**src/rtl/light_dance_pkg.sv**
```systemverilog
// Shared constants for the light-dance pattern register: motion mode codes and default sizes.
package light_dance_pkg;

  localparam int MODE_W    = 3;
  localparam int DEF_WIDTH = 8;
  localparam int DEF_DIV_W = 4;

  typedef enum logic [MODE_W-1:0] {
    MODE_HOLD   = 3'd0,
    MODE_SHL    = 3'd1,
    MODE_SHR    = 3'd2,
    MODE_ROL    = 3'd3,
    MODE_ROR    = 3'd4,
    MODE_BOUNCE = 3'd5,
    MODE_INV    = 3'd6,
    MODE_RSVD   = 3'd7
  } mode_e;

endpackage

```
**src/rtl/light_dance_prescaler.sv**
```systemverilog
// Step prescaler: fires tick every div+1 enabled cycles; clr restarts the count.
import light_dance_pkg::*;

module light_dance_prescaler #(
  parameter int DIV_W = DEF_DIV_W
) (
  input  logic             clk,
  input  logic             arst,
  input  logic             en,
  input  logic             clr,
  input  logic [DIV_W-1:0] div,
  output logic             tick
);

  logic [DIV_W-1:0] cnt;

  // >= rather than == so that shrinking div mid-count fires on the next enabled edge
  assign tick = en & ~clr & (cnt >= div);

  always_ff @(posedge clk or negedge arst) begin
    if (!arst) begin
      cnt <= '0;
    end else if (clr) begin
      cnt <= '0;
    end else if (en) begin
      if (cnt >= div) cnt <= '0;
      else            cnt <= cnt + 1'b1;
    end
  end

endmodule

```
**src/rtl/light_dance_reg.sv**
```systemverilog
// Lamp pattern register with parallel load, prescaled stepping and motion modes.
// Define LIGHT_DANCE_BOUNCE_EN to build the BOUNCE mode and its direction register.
import light_dance_pkg::*;

module light_dance_reg #(
  parameter int WIDTH = DEF_WIDTH,
  parameter int DIV_W = DEF_DIV_W
) (
  input  logic              clk,
  input  logic              arst,
  input  logic              load,
  input  logic [WIDTH-1:0]  din,
  input  logic [MODE_W-1:0] mode,
  input  logic [DIV_W-1:0]  div,
  input  logic              en,
  input  logic              sin,
  output logic [WIDTH-1:0]  dout,
  output logic              step,
  output logic              dir
);

  logic             tick;
  logic [WIDTH-1:0] nxt;
`ifdef LIGHT_DANCE_BOUNCE_EN
  logic             dir_nxt;
`endif

  light_dance_prescaler #(.DIV_W(DIV_W)) u_presc (
    .clk  (clk),
    .arst (arst),
    .en   (en),
    .clr  (load),
    .div  (div),
    .tick (tick)
  );

  always_comb begin
    nxt = dout;
`ifdef LIGHT_DANCE_BOUNCE_EN
    dir_nxt = dir;
`endif
    case (mode_e'(mode))
      MODE_SHL: nxt = {dout[WIDTH-2:0], sin};
      MODE_SHR: nxt = {sin, dout[WIDTH-1:1]};
      MODE_ROL: nxt = {dout[WIDTH-2:0], dout[WIDTH-1]};
      MODE_ROR: nxt = {dout[0], dout[WIDTH-1:1]};
      MODE_INV: nxt = ~dout;
`ifdef LIGHT_DANCE_BOUNCE_EN
      // Direction flips on the same edge the lit lamp reaches an end
      MODE_BOUNCE: begin
        if (!dir) begin
          nxt = {dout[WIDTH-2:0], 1'b0};
          if (nxt[WIDTH-1]) dir_nxt = 1'b1;
        end else begin
          nxt = {1'b0, dout[WIDTH-1:1]};
          if (nxt[0]) dir_nxt = 1'b0;
        end
      end
`endif
      default: ;
    endcase
  end

  always_ff @(posedge clk or negedge arst) begin
    if (!arst) begin
      dout <= '0;
      step <= 1'b0;
    end else if (load) begin
      dout <= din;
      step <= 1'b0;
    end else if (tick) begin
      dout <= nxt;
      step <= 1'b1;
    end else begin
      step <= 1'b0;
    end
  end

`ifdef LIGHT_DANCE_BOUNCE_EN
  always_ff @(posedge clk or negedge arst) begin
    if (!arst)     dir <= 1'b0;
    else if (load) dir <= 1'b0;
    else if (tick) dir <= dir_nxt;
  end
`else
  assign dir = 1'b0;
`endif

endmodule
```
**config.mk**
```make
export PLATFORM = sky130hd
export DESIGN_NAME = light_dance_reg
export DESIGN_NICKNAME = d
export VERILOG_FILES = /design/src/rtl/light_dance_pkg.sv /design/src/rtl/light_dance_prescaler.sv /design/src/rtl/light_dance_reg.sv
export SDC_FILE = /design/constraint.sdc
export NUM_CORES = 1
export LEC_CHECK = 0
export CORE_AREA = 5 5 55 52
export DETAILED_ROUTE_END_ITERATION = 16
export DIE_AREA = 0 0 60 57
export GPL_ROUTABILITY_DRIVEN = 0
export MAX_ROUTING_LAYER = met4
export PLACE_DENSITY = 0.8
export SLEW_MARGIN = 10
export SYNTH_ARGS = -nofsm -noshare
export SYNTH_HDL_FRONTEND = slang
export SYNTH_SLANG_ARGS = --single-unit
export TNS_END_PERCENT = 1
```
**constraint.sdc**
```tcl
create_clock -name clk -period 4.9 [get_ports clk]
set_clock_uncertainty 0.15 [all_clocks]
set_input_delay 0.49 -clock clk [delete_from_list [all_inputs] [get_ports clk]]
set_output_delay 0.49 -clock clk [all_outputs]
set_load 0.05 [all_outputs]
```
==> Implementation_results.wiki, run 1 <==
{| class="wikitable"
! Metric !! Value
|-
| Number of nets at the end of the flow || between 150 and 200
|-
| Initial core utilization || 46.0%
|-
| Count of nets left with antenna violations after detail routing || 0
|-
| Biggest fanout along the worst timing path || 6
|-
| Root buffer cell || clkbuf_4
|-
| FMAX || 0.379 GHz
|-
| Count of standard-cell rows || 17
|-
| Delay-heaviest family, CP || simple AND/OR/NAND/NOR gates
|-
| Final-report max-slew violation count || 0
|-
| Violation count after the first detailed-route iteration || 13
|-
| Critical path's largest stage delay || ~0.47 ns
|-
| Unrepaired setup endpoints after global routing || no
|-
| Die Outline Area || 0.00342 sq mm
|-
| Drt drc || 0
|-
| Most frequent standard cell in the layout excluding fill and tap cells || clkdlybuf4s50_1
|-
| Die X || 60 um
|-
| Mean area per synthesized cell || 9.44 sq um
|-
| Arrival time worst endpoint || 2.64 ns
|-
| Sum of routed wire length over all layers || 2260 um
|-
| Power per cell area || 271 mW/mm^2
|-
| Number of synthesized register bits || 13
|-
| I/O pin total || 30
|-
| Avg Vias per Cell || 5.41
|-
| Final period util || 53.8%
|-
| Post-Synthesis Cells || 112
|-
| Number of iterations in the first detailed-routing pass || 5
|-
| MaxCap Viol Count || 0
|-
| Leakage power || 0.000583 uW
|-
| Post-Route Utilization || 57.8%
|-
| Async SR Flop Fraction || 100%
|-
| Maximum number of pins on one net before global-route repair || 21
|-
| Mapped Area || 0.00106 sq mm
|-
| Antenna diode count || 0
|-
| Number of hold violations in the final report || 0
|-
| Chip height || between 50 and 60 um
|-
| Time the worst path needs with I/O delays and setup || around 2.6 ns
|-
| Worst-path cell chain || clkdlybuf4s50_1, inv_1, ha_1, o21a_1, nor2_1, nor4_2, or2_1, mux2_4
|-
| Area of the placeable core || 0.00230 sq mm
|-
| Share of layout cells above drive strength 1 || around a tenth
|-
| CTS H-tree lvls || 1
|-
| Worst min path class || reg2reg
|-
| PortBufs || 28
|-
| Kind of launch point of the worst setup path || primary input
|-
| Post-route cell area || 0.00133 sq mm
|-
| Number of global-route vias before repair || around 850
|-
| Worst path required time || 4.91 ns
|-
| Pre-CTS setup slack || around 2.0 ns
|-
| Total power consumption of the routed design || ~360 uW
|-
| Ys flop type || dfrtp_1
|-
| Post-CTS Setup Repair Bufs || 0
|-
| Synthesis-to-finish area growth || 25.6%
|-
| Run status || complete, no violations
|-
| Category of the critical setup timing path || in2reg
|-
| TritonCTS clock tree || built
|-
| Antenna violations before repair || 0
|-
| CP Buf/Inv Count || 2
|-
| Number of clock sinks || 13
|-
| # hold bufs at CTS || 0
|-
| Tightest Pin Transition || 0.640 ns
|-
| Setup slack of the critical path after layout || 2.26 ns
|-
| CTS clk-pin slew, worst paths || 0.08 ns
|-
| Remaining global-route overflow || 0
|-
| Number of synthesis warnings || 0
|-
| Worst-Skew Late Latency || approximately 0.27 ns
|-
| Number of clock buffers inserted by TritonCTS || 3
|-
| Part of the Yosys area used for sequential elements || 30.8%
|-
| Reg-to-reg setup timing slack || roughly 2.5 ns
|-
| Worst VDD drop || 0.184 mV
|-
| Maximum buffer depth of the clock tree || 2
|-
| First-pass GRT wire length || 3810 um
|-
| Relative slew slack || 57.2%
|-
| Wire length per cell after detailed routing || 13.7 um
|-
| CP max stage cell || clkdlybuf4s50_1
|-
| Area post-placement || 0.00130 sq mm
|-
| Most used cells in the layout excluding fill and tap cells || 28 x clkdlybuf4s50_1, 14 x inv_1, 13 x dfrtp_1
|-
| Overall routing resource usage || 14.8%
|-
| Cts repair resizes || 0
|-
| # setup viols final || 0
|-
| Vias || a little under 900
|-
| HPWL after DPL || around 1800 um
|-
| Post-synthesis cell type count || 37
|-
| Setup tns final || 0 ns
|-
| Critical Path Sink Type || flop
|-
| Net count after synthesis || about 140
|-
| Number of synthesized flops with an enable pin || 0
|}
==> final cells by class <==
cell class / instances / area (sq um)
flip-flops and latches: 13 / 325
clock buffers: 4 / 26.3
inverters: 14 / 52.6
multi-input cells: 78 / 608
repair buffers: 28 / 280
well taps: 28 / 35.0
fillers: 203 / 970
==> path summary, 6_finish.rpt <==
path                            depth (start not counted)                       start                    endpoint
worst max-delay path                                    8                      div[2]         dout[4]$_DFFE_PN0P_
worst min-delay path                                    2  u_presc.cnt[1]$_DFFE_PN0P_  u_presc.cnt[1]$_DFFE_PN0P_
worst max register to register                          7  u_presc.cnt[0]$_DFFE_PN0P_         dout[4]$_DFFE_PN0P_
worst min register to register                          2  u_presc.cnt[1]$_DFFE_PN0P_  u_presc.cnt[1]$_DFFE_PN0P_
max in group asynchronous                               1                        arst         dout[2]$_DFFE_PN0P_
min in group asynchronous                               1                        arst         dout[1]$_DFFE_PN0P_
==> per-stage QoR <==
step | hold WS [ns] | std cells
after floorplan | 0.0444 | 112
after global placement | 0.382 | 161
after detailed placement | 0.388 | 161
after CTS | 0.409 | 165
after global routing | 0.425 | 165
final | 0.405 | 165
==> power by group <==
group | switching, uW | internal [uW]
Clock | 33.9 | 31.5
Combinational | 83.6 | 71.6
Sequential | 19.0 | 120
Total | 136 | 223
==> logic make-up (layout without fill, tap and decap cells) <==
kind of cell / after synthesis / in the layout / share of synthesized area (%)
AOI/OAI and AO/OA: 36 / 36 / 25.3
other: 1 / 1 / 0.355
buffers and inverters: 21 / 46 / 11.7
adders and majority gates: 5 / 5 / 5.92
DFF: 13 / 13 / 30.8
xor gates and xnor gates: 2 / 2 / 1.66
muxes: 8 / 8 / 10.4
and+or+nand+nor: 26 / 26 / 13.8
==> flip-flops by register name, indices dropped and copies added (netlist names) <==
signal,flops
u_presc.cnt,4
dout,8
step,1
==> metal layers <==
metal | vias up | share of wire, % | track usage, %
li1 | 448 | - | -
met1 | 420 | 45 | 18.5
met2 | 23 | 50 | 23.9
met3 | 2 | 4.1 | 4.07
met4 | 0 | 0.97 | 2.85
met5 | - | 0 | -
==> tightest hold or removal path, delay by kind of cell, from the launching register on <==
| kind | cells | cell delay [ns] |
|---|---|---|
| AND/OR/NAND/NOR | 1 | 0.06 |
| AO/OA/AOI/OAI | 1 | 0.07 |
| flip-flops | 1 | 0.40 |
==> Yosys cell counts (2+ instances only) <==
| cell type | n | area [sq um] |
|---|---|---|
| inv_1 | 14 | 52.6 |
| dfrtp_1 | 13 | 325 |
| nand2_1 | 8 | 30.0 |
| a21oi_1 | 7 | 35.0 |
| a211oi_1 | 6 | 45.0 |
| mux2_4 | 6 | 90.1 |
| o21ai_0 | 6 | 30.0 |
| o2bb2ai_1 | 6 | 52.6 |
| ha_1 | 5 | 62.6 |
| nor2_1 | 5 | 18.8 |
| buf_6 | 3 | 33.8 |
| a21o_1 | 2 | 15.0 |
| buf_2 | 2 | 10.0 |
| mux2i_1 | 2 | 20.0 |
| nand2b_1 | 2 | 12.5 |
| nand3b_1 | 2 | 15.0 |
| nor3b_1 | 2 | 15.0 |
| o211ai_1 | 2 | 15.0 |
No activity file was read; power rests on OpenSTA's default activity.
==> run 2, diff against run 1 <==
--- a/config.mk
+++ b/config.mk
@@ -5,12 +5,12 @@
 export SDC_FILE = /design/constraint.sdc
 export NUM_CORES = 1
 export LEC_CHECK = 0
-export CORE_AREA = 5 5 55 52
+export CORE_AREA = 5 5 56 53
 export DETAILED_ROUTE_END_ITERATION = 16
-export DIE_AREA = 0 0 60 57
+export DIE_AREA = 0 0 61 58
 export GPL_ROUTABILITY_DRIVEN = 0
 export MAX_ROUTING_LAYER = met4
-export PLACE_DENSITY = 0.8
+export PLACE_DENSITY = 0.78
 export SLEW_MARGIN = 10
 export SYNTH_ARGS = -nofsm -noshare
 export SYNTH_HDL_FRONTEND = slang
==> constraint.sdc (replaced) <==
create_clock -name clk -period 2.7 [get_ports clk]
set_clock_uncertainty 0.15 [all_clocks]
set_input_delay 0.27 -clock clk [delete_from_list [all_inputs] [get_ports clk]]
set_output_delay 0.27 -clock clk [all_outputs]
set_load 0.05 [all_outputs]
==> run 2 against run 1 <==
Flip-flop and latch count did not move. Sequential share of layout area down 0.41 points. Via count is 0.56% higher. Wire length shrank 2.6%. Global-route usage down 0.088 points. Largest cell class unchanged. Largest power group unchanged. Highest routed layer unchanged.
==> Implementation_results.wiki, run 2 (synthesized netlist as in run 1, its figures left out) <==
{| class="wikitable"
! Metric !! Value
|-
| Run status || complete, no violations
|-
| Overall routing resource usage || 14.8% (-0.088 points)
|-
| Number of clock sinks || 13 (unchanged)
|-
| Wire length per cell after detailed routing || 13.1 um (-4.3%)
|-
| Post-route cell area || 0.00135 sq mm (+1.7%)
|-
| Avg Vias per Cell || 5.35 (-1.2%)
|-
| Area of the multi-input gates || 608 sq um (unchanged)
|-
| Antenna diode count || 0 (unchanged)
|-
| Leakage power || 0.000597 uW (+2.5%)
|-
| CP max stage cell || dfrtp_1
|-
| Category of the critical setup timing path || reg2reg
|-
| Number of clock buffers inserted by TritonCTS || 3 (unchanged)
|-
| Chip height || 58 um (+1.8%)
|-
| Sum of routed wire length over all layers || 2200 um (-2.6%)
|-
| Sequential cell area in the final layout || 325 sq um (unchanged)
|-
| Die Outline Area || 0.00354 sq mm (+3.5%)
|-
| Relative slew slack || 61.7% (+4.5 points)
|-
| Unrepaired setup endpoints after global routing || no
|-
| Maximum number of pins on one net before global-route repair || 17 (-19%)
|-
| Drt drc || 0 (unchanged)
|-
| Vias || 898 (+0.56%)
|-
| Post-layout instance count excluding filler cells || 168 (+1.8%)
|-
| Critical Path Sink Type || flop
|-
| TritonCTS clock tree || built
|-
| CTS H-tree lvls || 1 (unchanged)
|-
| Count of standard-cell rows || 17 (unchanged)
|-
| Kind of launch point of the worst setup path || flop
|-
| Post-Route Utilization || 57.7% (-0.088 points)
|-
| Die X || 61 um (+1.7%)
|-
| Maximum buffer depth of the clock tree || 2 (unchanged)
|-
| Final period util || 89.3%
|-
| Post-CTS Setup Repair Bufs || 0 (unchanged)
|-
| HPWL after DPL || 1820 um (+2.8%)
|-
| CP Buf/Inv Count || 1 (-1)
|-
| Synthesis-to-finish area growth || 27.7%
|-
| Number of inserted filler cells in the final layout || 216 (+6.4%)
|-
| Most frequent standard cell in the layout excluding fill and tap cells || clkdlybuf4s50_1
|-
| Area of the placeable core || 0.00234 sq mm (+1.9%)
|-
| Remaining global-route overflow || 0 (unchanged)
|-
| Largest reg by FF count || dout
|-
| Most used cells in the layout excluding fill and tap cells || 28 x clkdlybuf4s50_1, 14 x inv_1, 13 x dfrtp_1
|-
| Arrival time worst endpoint || 2.42 ns (-0.22 ns)
|-
| Initial core utilization || 45.2% (-0.84 points)
|-
| Biggest fanout along the worst timing path || 6 (unchanged)
|-
| Antenna violations before repair || 0 (unchanged)
|-
| First-pass GRT wire length || 3950 um (+3.6%)
|-
| Worst VDD drop || 0.266 mV (+44%)
|-
| Worst min path class || in2async
|-
| Power per cell area || 483 mW/mm^2 (+78%)
|-
| Time the worst path needs with I/O delays and setup || 2.41 ns
|-
| Area post-placement || 0.00132 sq mm (+1.7%)
|-
| Worst path required time || 2.71 ns (-2.20 ns)
|-
| Share of layout cells above drive strength 1 || 11.4% (+1.9 points)
|-
| Worst-Skew Late Latency || 0.27 ns (about the same)
|-
| Number of hold violations in the final report || 0 (unchanged)
|-
| Biggest registers after layout || dout: 8 flops, u_presc.cnt: 4 flops, step: 1 flops
|-
| Violation count after the first detailed-route iteration || 11 (-2)
|-
| Tightest Pin Transition || 0.573 ns (-0.0672 ns)
|-
| Number of nets at the end of the flow || 166 (+1.8%)
|-
| CTS clk-pin slew, worst paths || 0.08 ns (about the same)
|-
| Cts repair resizes || 0 (unchanged)
|-
| # setup viols final || 0 (unchanged)
|-
| FMAX || 0.415 GHz
|-
| # hold bufs at CTS || 0 (unchanged)
|-
| Final-report max-slew violation count || 0 (unchanged)
|-
| Critical path's largest stage delay || 0.42 ns (-0.05 ns)
|-
| Delay-heaviest family, CP || simple AND/OR/NAND/NOR gates
|-
| Max reg flops || 8 (unchanged)
|-
| Number of iterations in the first detailed-routing pass || 4 (-1)
|-
| I/O pin total || 30 (unchanged)
|-
| Root buffer cell || clkbuf_4
|-
| Number of global-route vias before repair || 901 (+5.6%)
|-
| PortBufs || 28 (unchanged)
|-
| Setup tns final || 0 ns (unchanged)
|-
| Worst-path cell chain || inv_1, ha_1, nand2b_4, a2111oi_4, nor4_2, or2_1, mux2_4
|-
| Dpl cells || 164 (+1.9%)
|-
| MaxCap Viol Count || 0 (unchanged)
|-
| Count of nets left with antenna violations after detail routing || 0 (unchanged)
|}
run 2: cell count changes in the layout (fill, tap and decap cells not counted):
| cell | previous run | this run |
|---|---|---|
| buf_4 | 0 | 3 |
run 2: per-stage QoR:
stage / hold WS (ns) / power, uW / setup slack, ns
after floorplan: -0.176 / 448 / 0.462
after global placement: 0.378 / 534 / 0.0818
after detailed placement: 0.387 / 541 / 0.0509
after CTS: 0.231 / 660 / 0.272
after global routing: 0.259 / 696 / 0.171
final: 0.213 / 652 / 0.289
run 2: layout make-up:
type | instances | share of cell area [%]
Clock buffer | 4 | 1.95
Inverter | 14 | 3.89
Multi-Input combinational cell | 78 | 45.0
Sequential cell | 13 | 24.1
Tap cell | 28 | 2.60
Timing Repair Buffer | 31 | 22.4
run 2: final timing paths:
kind,cells past startpoint,slack [ns],start,to
min in group clk,1,0.41,u_presc.cnt[2]$_DFFE_PN0P_,u_presc.cnt[2]$_DFFE_PN0P_
worst min-delay path,1,0.21,arst,dout[4]$_DFFE_PN0P_
worst min register to register,1,0.41,u_presc.cnt[2]$_DFFE_PN0P_,u_presc.cnt[2]$_DFFE_PN0P_
worst max register to register,7,0.29,u_presc.cnt[0]$_DFFE_PN0P_,dout[3]$_DFFE_PN0P_
max in group asynchronous,1,1.81,arst,u_presc.cnt[2]$_DFFE_PN0P_
worst max-delay path,7,0.29,u_presc.cnt[0]$_DFFE_PN0P_,dout[3]$_DFFE_PN0P_
run 2: report_power, final:
group,switching (uW),leakage [uW],internal (uW),total (uW)
logic,151,0.000420,133,284
clock network,59.5,0.0000150,57.1,117
registers,33.6,0.000162,218,251
total,244,0.000597,408,652
run 2: routing by layer:
layer	GRT usage (%)	share of wire [%]	up-vias
met5	-	0	-
met4	4.33	1.0	0
met3	2.23	3.2	2
met2	23.5	49	21
met1	19.2	47	417
li1	-	-	458
